<file path="src/rtl/alu_seq.sv">
// alu_seq: handshaked ALU with single-cycle logic/arith ops, iterative multu/divu and a HI register.
// Latency: single-cycle ops and div-by-zero 1 cycle after acceptance; multu/divu WIDTH+1 cycles.
// Backpressure: in_ready only in IDLE; result held stable with out_valid until out_ready.
// Optional macro ALU_SIGNED_SLT_EN: signed slt and signed add/sub overflow.
module alu_seq #(
  parameter int WIDTH  = 32,
  parameter int CTRL_W = 6
) (
  input  logic              clk,
  input  logic              reset_n,
  input  logic              in_valid,
  output logic              in_ready,
  input  logic [CTRL_W-1:0] control,
  input  logic [WIDTH-1:0]  read1,
  input  logic [WIDTH-1:0]  foutput,
  output logic              out_valid,
  input  logic              out_ready,
  output logic [WIDTH-1:0]  oc,
  output logic [WIDTH-1:0]  hi,
  output logic              overflow
);

  // Counter width is derived from WIDTH and must not be overridden.
  localparam int CNT_W = $clog2(WIDTH) + 1;

  localparam logic [CTRL_W-1:0] OP_ADD   = CTRL_W'(16);
  localparam logic [CTRL_W-1:0] OP_SUB   = CTRL_W'(34);
  localparam logic [CTRL_W-1:0] OP_AND   = CTRL_W'(36);
  localparam logic [CTRL_W-1:0] OP_OR    = CTRL_W'(35);
  localparam logic [CTRL_W-1:0] OP_NOR   = CTRL_W'(39);
  localparam logic [CTRL_W-1:0] OP_SLT   = CTRL_W'(42);
  localparam logic [CTRL_W-1:0] OP_MULTU = CTRL_W'(24);
  localparam logic [CTRL_W-1:0] OP_DIVU  = CTRL_W'(27);

  typedef enum logic [1:0] {
    IDLE = 2'd0,
    MUL  = 2'd1,
    DIV  = 2'd2,
    DONE = 2'd3
  } state_t;

  state_t             state_q, state_d;
  logic [CNT_W-1:0]   cnt_q, cnt_d;
  logic [CTRL_W-1:0]  op_q, op_d;
  logic [WIDTH-1:0]   a_q, a_d;
  logic [WIDTH-1:0]   b_q, b_d;
  logic [WIDTH-1:0]   acc_hi_q, acc_hi_d;   // product high half / partial remainder
  logic [WIDTH-1:0]   acc_lo_q, acc_lo_d;   // multiplier bits / dividend-quotient shifter
  logic [WIDTH-1:0]   oc_q, oc_d;
  logic [WIDTH-1:0]   hi_q, hi_d;
  logic               ovf_q, ovf_d;
  logic               out_valid_q, out_valid_d;

  logic [WIDTH:0]     mul_sum;
  logic [WIDTH:0]     div_shift;
  logic               div_ge;
  logic [WIDTH-1:0]   div_trial;
  logic [WIDTH-1:0]   res_oc;
  logic [WIDTH-1:0]   res_hi;
  logic               res_ovf;

  assign in_ready  = (state_q == IDLE);
  assign out_valid = out_valid_q;
  assign oc        = oc_q;
  assign hi        = hi_q;
  assign overflow  = ovf_q;

  // One shift-add multiply step and one restoring-division step from the accumulators.
  always_comb begin
    mul_sum   = {1'b0, acc_hi_q} + (acc_lo_q[0] ? {1'b0, a_q} : {(WIDTH+1){1'b0}});
    div_shift = {acc_hi_q, acc_lo_q[WIDTH-1]};
    div_ge    = (div_shift >= {1'b0, b_q});
    // When div_ge holds the true difference is below b_q, so it fits in WIDTH bits.
    div_trial = div_shift[WIDTH-1:0] - b_q;
  end

  // Final result selection from the captured operation, evaluated in DONE.
`ifdef ALU_SIGNED_SLT_EN
  logic [WIDTH-1:0] add_res;
  assign add_res = a_q + b_q;
`else
  logic [WIDTH:0]   add_res;
  assign add_res = {1'b0, a_q} + {1'b0, b_q};
`endif
  logic [WIDTH-1:0] sub_res;
  assign sub_res = a_q - b_q;

  always_comb begin
    res_oc  = {{(WIDTH-1){1'b0}}, 1'b1};
    res_hi  = hi_q;
    res_ovf = 1'b0;
    case (op_q)
      OP_ADD: begin
        res_oc  = add_res[WIDTH-1:0];
`ifdef ALU_SIGNED_SLT_EN
        res_ovf = (a_q[WIDTH-1] == b_q[WIDTH-1]) && (add_res[WIDTH-1] != a_q[WIDTH-1]);
`else
        res_ovf = add_res[WIDTH];
`endif
      end
      OP_SUB: begin
        res_oc  = sub_res;
`ifdef ALU_SIGNED_SLT_EN
        res_ovf = (a_q[WIDTH-1] != b_q[WIDTH-1]) && (sub_res[WIDTH-1] != a_q[WIDTH-1]);
`else
        res_ovf = (a_q < b_q);
`endif
      end
      OP_AND: res_oc = a_q & b_q;
      OP_OR:  res_oc = a_q | b_q;
      OP_NOR: res_oc = ~(a_q | b_q);
      OP_SLT: begin
`ifdef ALU_SIGNED_SLT_EN
        res_oc = {{(WIDTH-1){1'b0}}, ($signed(a_q) < $signed(b_q))};
`else
        res_oc = {{(WIDTH-1){1'b0}}, (a_q < b_q)};
`endif
      end
      OP_MULTU: begin
        res_oc  = acc_lo_q;
        res_hi  = acc_hi_q;
        res_ovf = |acc_hi_q;
      end
      OP_DIVU: begin
        if (b_q == '0) begin
          res_oc  = '1;
          res_hi  = a_q;
          res_ovf = 1'b1;
        end else begin
          res_oc  = acc_lo_q;
          res_hi  = acc_hi_q;
        end
      end
      default: ;
    endcase
  end

  // Next-state, iteration and output-register update logic.
  always_comb begin
    state_d     = state_q;
    cnt_d       = cnt_q;
    op_d        = op_q;
    a_d         = a_q;
    b_d         = b_q;
    acc_hi_d    = acc_hi_q;
    acc_lo_d    = acc_lo_q;
    oc_d        = oc_q;
    hi_d        = hi_q;
    ovf_d       = ovf_q;
    out_valid_d = out_valid_q;
    case (state_q)
      IDLE: begin
        if (in_valid) begin
          op_d     = control;
          a_d      = read1;
          b_d      = foutput;
          acc_hi_d = '0;
          acc_lo_d = (control == OP_DIVU) ? read1 : foutput;
          cnt_d    = CNT_W'(WIDTH - 1);
          if (control == OP_MULTU) begin
            state_d = MUL;
          end else if (control == OP_DIVU && foutput != '0) begin
            state_d = DIV;
          end else begin
            state_d = DONE;
          end
        end
      end
      MUL: begin
        acc_hi_d = mul_sum[WIDTH:1];
        acc_lo_d = {mul_sum[0], acc_lo_q[WIDTH-1:1]};
        if (cnt_q == '0) state_d = DONE;
        else             cnt_d   = cnt_q - 1'b1;
      end
      DIV: begin
        acc_hi_d = div_ge ? div_trial : div_shift[WIDTH-1:0];
        acc_lo_d = {acc_lo_q[WIDTH-2:0], div_ge};
        if (cnt_q == '0) state_d = DONE;
        else             cnt_d   = cnt_q - 1'b1;
      end
      DONE: begin
        // First DONE cycle registers the result; it is then held until taken.
        if (!out_valid_q) begin
          oc_d        = res_oc;
          hi_d        = res_hi;
          ovf_d       = res_ovf;
          out_valid_d = 1'b1;
        end else if (out_ready) begin
          out_valid_d = 1'b0;
          state_d     = IDLE;
        end
      end
      default: state_d = IDLE;
    endcase
  end

  // State and datapath registers; reset aborts any in-flight operation.
  always_ff @(posedge clk or negedge reset_n) begin
    if (!reset_n) begin
      state_q     <= IDLE;
      cnt_q       <= '0;
      op_q        <= '0;
      a_q         <= '0;
      b_q         <= '0;
      acc_hi_q    <= '0;
      acc_lo_q    <= '0;
      oc_q        <= '0;
      hi_q        <= '0;
      ovf_q       <= 1'b0;
      out_valid_q <= 1'b0;
    end else begin
      state_q     <= state_d;
      cnt_q       <= cnt_d;
      op_q        <= op_d;
      a_q         <= a_d;
      b_q         <= b_d;
      acc_hi_q    <= acc_hi_d;
      acc_lo_q    <= acc_lo_d;
      oc_q        <= oc_d;
      hi_q        <= hi_d;
      ovf_q       <= ovf_d;
      out_valid_q <= out_valid_d;
    end
  end

endmodule

</file>
<file path="config.mk">
export PLATFORM = sky130hd
export DESIGN_NAME = alu_seq
export DESIGN_NICKNAME = d
export VERILOG_FILES = /design/src/rtl/alu_seq.sv
export SDC_FILE = /design/constraint.sdc
export NUM_CORES = 1
export LEC_CHECK = 0
export CAP_MARGIN = 20
export CORE_MARGIN = 10
export CORE_UTILIZATION = 60
export DETAILED_ROUTE_END_ITERATION = 16
export MAX_ROUTING_LAYER = met4
export PLACE_DENSITY = 0.78
export SYNTH_ARGS = -nofsm -noshare
export SYNTH_HDL_FRONTEND = slang
export SYNTH_SLANG_ARGS = --single-unit
</file>
<file path="constraint.sdc">
create_clock -name clk -period 4.5 [get_ports clk]
set_input_delay 0.675 -clock clk [delete_from_list [all_inputs] [get_ports clk]]
set_output_delay 0.675 -clock clk [all_outputs]
set_load 0.02 [all_outputs]
</file>
Word-level counts from Yosys, hierarchy flattened
Cells that the tools add are included.
{"block": "totals", "regBits": 208, "input_bits": 74, "out_inout_bits": 67, "wordCells": 81}
{"block": "classes", "add_sub_neg": 5, "n_lt_le_gt_ge": 2, "n_eq_ne": 18, "muxes": 25, "bitwise_logic": 4, "reduce_logical": 16}
{"operator": "$pmux W32 S8", "count": 1}
{"operator": "$mux W32", "count": 7}
{"operator": "$pmux W32 S3", "count": 2}
{"operator": "$add A32 B32 Y33", "count": 2}
{"operator": "$pmux W32 S2", "count": 1}
{"operator": "$sub A32 B32 Y32", "count": 2}
{"operator": "$ge A33 B32 Y1", "count": 1}
{"operator": "$and A32 B32 Y32", "count": 1}
{"operator": "$logic_not A32 Y1", "count": 1}
{"operator": "$lt A32 B32 Y1", "count": 1}
{"operator": "$not A32 Y32", "count": 1}
{"operator": "$or A32 B32 Y32", "count": 1}
{"operator": "$reduce_bool A32 Y1", "count": 1}
{"operator": "$reduce_or A32 Y1", "count": 1}
{"operator": "$eq A6 B5 Y1 const B", "count": 5}
{"operator": "$eq A6 B6 Y1 const B", "count": 5}
{"operator": "$mux W6", "count": 2}
{"operator": "$pmux W6 S2", "count": 1}
{"operator": "$mux W2", "count": 5}
{"operator": "$ne A2 B2 Y1 const B", "count": 4}
{"operator": "$logic_not A6 Y1", "count": 1}
{"operator": "$pmux W2 S3", "count": 1}
{"operator": "$reduce_and A2 Y1", "count": 3}
{"operator": "$reduce_and A3 Y1", "count": 2}
{"operator": "other kinds (13)", "count": 18}

Depth between registers and ports, before layout
{"block": "depth", "word_depth": 6, "depth_mapped": 14, "ltp_nobuf": 13}

Worst setup path after synthesis
Ideal clock, no wire load.
{"block": "synth_timing", "path_type": "flip-flop to flip-flop", "startpoint": "reg acc_lo_q[0]", "endpoint": "reg acc_hi_q[29]", "setup_ns": 0.126, "t_arrival_ns": 2.943, "required_ns": 4.374, "setup_slack_ns": 1.431, "path_stages_with_launch": 15, "n_path_buf": 1, "path_cell_list": "dfrtp_1 > clkbuf_1 > and2_1 > ha_1 > inv_1 > fa_1 > nor2b_1 > o31a_1 > o22ai_1 > o21ai_1 > a21oi_1 > o31ai_1 > a21oi_1 > xnor2_1 > a221o_1"}
{"block": "synth_via", "elab_chain_cells": 3}
{"element": "from (decl)", "line_no": "48", "source": "logic [WIDTH-1:0] acc_lo_q, acc_lo_d;"}
{"element": "from (signal assigned)", "line_no": "218", "source": "acc_lo_q <= acc_lo_d;"}
{"element": "$mux W32", "line_no": "70", "source": "mul_sum = {1'b0, acc_hi_q} + (acc_lo_q[0] ? {1'b0, a_q} : {(WIDTH+1){1'b0}});"}
{"element": "$add A32 B32 Y33", "line_no": "70"}
{"element": "$pmux W32 S3", "line_no": "151", "source": "case (state_q)"}
{"element": "to (signal assigned)", "line_no": "217", "source": "acc_hi_q <= acc_hi_d;"}
{"element": "to (decl)", "line_no": "47", "source": "logic [WIDTH-1:0] acc_hi_q, acc_hi_d;"}
No other way between the ends.
A chain may end at the register's enable or synchronous reset.

Worst setup path in the final report
{"block": "layout_timing", "startpoint": "reg b_q[22]", "endpoint": "reg acc_hi_q[21]"}
{"block": "layout_via", "elab_chain_cells": 3}
{"element": "from (decl)", "line_no": "46", "source": "logic [WIDTH-1:0] b_q, b_d;"}
{"element": "from (signal assigned)", "line_no": "204", "source": "b_q <= '0;"}
{"element": "from (signal assigned)", "line_no": "216", "source": "b_q <= b_d;"}
{"element": "$ge A33 B32 Y1", "line_no": "72", "source": "div_ge = (div_shift >= {1'b0, b_q});"}
{"element": "$mux W32", "line_no": "176", "source": "acc_hi_d = div_ge ? div_trial : div_shift[WIDTH-1:0];"}
{"element": "$pmux W32 S3", "line_no": "151"}
No other way between the ends.

==> parameters.txt <==
Parameter                              Value

Run status
  Run status    finished, final reports clean

Timing
  Final setup violation count    0
  Number of failing hold endpoints at the final stage    0
  Post-Route Setup TNS    0 ps
  Share of the clock period used by the worst path after layout    84.4%
  WHS    108 ps
  Final critical-path setup slack    701 ps
  Setup repair after global routing missed its margin    no
  Total count of max-transition violations in the final report    0
  Worst slew pin tran    1100 ps
  Final clock skew    15.5 ps
  Final worst path period need    3800 ps
  Achievable Freq    263 MHz
  Max_slew headroom    26.4%

Synthesis
  Xor/xnor cell area share of the yosys netlist    3.02%
  Cells after synthesis    2292
  Dominant cell by count in the synthesized netlist    sky130_fd_sc_hd__nand2_1
  Cell taking the most area after synthesis    sky130_fd_sc_hd__dfrtp_1
  Number of enable-type register cells in the synthesized netlist    0
  Register area share after synthesis    27.2%
  Area share of fa/ha/maj cells after synthesis    12.2%
  Largest family of logic cells by synthesized area    compound AO/OA/AOI/OAI gates
  Count of warnings emitted by yosys    0
  Proportion of synthesized flip-flops having asynchronous set or reset    100%
  Synth top area cells    sky130_fd_sc_hd__dfrtp_1, sky130_fd_sc_hd__ha_1, sky130_fd_sc_hd__mux2_2, sky130_fd_sc_hd__o21ai_0, sky130_fd_sc_hd__nand2_1
  Share of synthesized area spent on multiplexers    9.15%
  Mapped Area    0.0192 mm²
  Compound-gate portion of the synthesized area    27.0%
  Most used standard cells in the synthesized netlist    sky130_fd_sc_hd__nand2_1, sky130_fd_sc_hd__o21ai_0, sky130_fd_sc_hd__dfrtp_1, sky130_fd_sc_hd__ha_1, sky130_fd_sc_hd__nor2_1
  Synthesized-area fraction occupied by and/or/nand/nor cells    15.9%
  Synth cell types    101
  Post-synth top flop    sky130_fd_sc_hd__dfrtp_1
  Flip-flop and latch count after synthesis    208
  Area share of the largest cell type after synthesis    27.2%
  Average size of a mapped cell    8.36 µm²
  Post-synthesis net count    2550

Route
  Routed WL    71400 µm
  First-pass iteration count of the detailed router    8
  Remaining antenna violation count    0
  Via count normalized by instance count    6.91
  Routed WL per cell    25.6 µm
  Count of routing violations after the opening detailed-route iteration    2136
  DRC Markers    0
  Count of vias placed by the detailed router    19300

Power and ir drop
  Cell area power density    929 mW/mm²
  Switching Fraction    54.5%
  Internal Dissipation    9.21 mW
  Static leakage    9.44 nW
  Switch Pwr    11.0 mW
  Comb power frac    69.2%
  Worst voltage drop across the vdd grid    0.000474 V
  Post-layout power    20.2 mW
  Sequential share of power    19.8%
  Part of the total power dissipated in the clock network    11.0%

Cells and area
  Layout cells sized above 1    10.1%
  Net total in the final layout    2622
  Count of fill cells added during filler insertion    2589
  Combined area of the multi-input logic cells    0.0129 mm²
  Final cell count without fillers    2785
  Layout overhead on the synthesized area    13.7%
  Sequential standard cell area    0.00520 mm²

Die
  Site Rows    65
  Area of the core    0.0316 mm²
  Die outline height    199 µm
  Ports placed on the boundary    141
  Total die area    0.0395 mm²
  Horiz. Die Dim    199 µm
  Starting density of the core    60.7%

Hold path
  Type of the most critical hold path    in -> async

Critical path
  Worst setup path category    reg -> reg
  Startpoint Class    register
  Required time at the endpoint of the critical path    4950 ps
  Element type at the critical path end    register
  Crit Path Max Fanout    10
  Arrival time of data at the critical path endpoint    4250 ps

Clock tree
  CTS buffer count    25
  Clock tree buffer depth    3
  Master cell of the clock root buffer    sky130_fd_sc_hd__clkbuf_16
  Clock input transition at the sequential cells of the worst setup and hold paths    60 ps
  Count of cells resized by post-cts repair    0
  Post-CTS Setup Bufs    0
  CTS sink count    208
  Clk_lat worst skew    560 ps
  Depth of the CTS H-tree    1
  Clock tree from TritonCTS    built
  CTS hold repair buffers    0

Placed design
  Worst-case setup slack after placement    773 ps
  IO buf count    140
  Detailed Place HPWL    55300 µm
  Final weighted congestion in routability-driven placement    1.06
  Placed cell count    2737

Job
  Max-cap violations    0

Global routing
  Global-route total usage across every layer    36.1%
  Number of antenna violations at the first check in global routing    1
  Via count of the first global-routing pass    18300
  Leftover overflow at the end of global routing    0
  First-pass GRT wire length    108000 µm
  Maximum number of pins on one net before global-route repair    98
layer usage:
metal,vias to the layer above,wire [µm],global-route usage (%),part of all wire [%]
met3,182,7060,5.95,9.9
met1,9305,29700,48.0,42
met2,1172,31200,53.6,44
met5,-,0,-,0
met4,0,3420,15.2,4.8
li1,8593,-,-,-
layout make-up:
class                      count  share of cell area, %
antenna                        1                 0.0115
multi-input combinational   1820                   59.4
inverter                     127                   2.19
sequential                   208                   23.9
clock buffer                  30                   3.14
timing repair buffer         182                   8.12
tap                          402                   2.31
clock inverter                15                  0.902
flip-flops by register name (all words and copies together) (netlist names):
signal     count
out_valid      1
a_q           32
overflow       1
oc            32
acc_lo_q      32
state_q        2
cnt_q          6
b_q           32
hi            32
acc_hi_q      32
op_q           6
metrics by stage:
stage | utilization, % | cell area (µm²)
6_report | 69.0 | 21800
5_1_grt | 69.0 | 21800
4_1_cts | 68.9 | 21700
3_5_place_dp | 66.1 | 20900
3_3_place_gp | 66.1 | 20900
2_1_floorplan | - | 19200
placed cells by master, fill, tap and decap left out, drive strengths merged, types with 34 or more instances in the layout:
cell type      Yosys  layout
nand2            224     224
o21ai            227     227
mux2             108     108
and2              36      36
buf               22      43
inv              125     126
nor2             158     158
a31oi             35      35
xnor2             42      42
nor3              34      34
a22oi             55      55
ha               180     180
dfrtp            208     208
mux2i             52      52
clkdlybuf4s50      0     139
a21oi            138     138
a21o              51      51
final timing paths:
path | slack (ps) | from | to | cells after the start
hold reg to reg | 480 | hi[4]$_DFFE_PN0P_ | hi[4]$_DFFE_PN0P_ | 2
min in group clk | 480 | hi[4]$_DFFE_PN0P_ | hi[4]$_DFFE_PN0P_ | 2
max in group asynchronous | 3380 | reset_n | acc_hi_q[30]$_DFFE_PN0P_ | 2
setup / recovery | 700 | b_q[22]$_DFFE_PN0P_ | acc_hi_q[21]$_DFFE_PN0P_ | 11
hold / removal | 110 | reset_n | a_q[4]$_DFFE_PN0P_ | 1
setup reg to reg | 700 | b_q[22]$_DFFE_PN0P_ | acc_hi_q[21]$_DFFE_PN0P_ | 11
critical path, cell delays in order, from the launching register on:
cell                       delay (ps)
sky130_fd_sc_hd__dfrtp_1          460
sky130_fd_sc_hd__inv_1            170
sky130_fd_sc_hd__ha_1             430
sky130_fd_sc_hd__nand4_1          240
sky130_fd_sc_hd__nor4_1           580
sky130_fd_sc_hd__o311ai_4         200
sky130_fd_sc_hd__a31oi_1          290
sky130_fd_sc_hd__or2_1            460
sky130_fd_sc_hd__buf_4            290
sky130_fd_sc_hd__mux2_1           340
sky130_fd_sc_hd__a22oi_1          150
sky130_fd_sc_hd__o21ai_1           70
kinds of logic (layout without fill, tap and decap cells):
| logic type | Yosys count | in the layout |
|---|---|---|
| AOI/OAI and AO/OA | 768 | 768 |
| and+or+nand+nor | 642 | 642 |
| buffers and inverters | 264 | 354 |
| DFF | 208 | 208 |
| adders and majority gates | 184 | 184 |
| muxes | 160 | 160 |
| xor gates and xnor gates | 66 | 66 |
| other | 0 | 1 |
power by group through the flow:
stage	Clock (mW)	Combinational (mW)	Sequential, mW
after floorplan	0	9.50	3.66
after global routing	2.29	15.1	4.10
after global placement	0	13.3	3.90
final	2.22	14.0	4.01
after detailed placement	0	13.5	3.96
after CTS	2.22	13.6	3.93
Power figures use the tool's default switching activity.
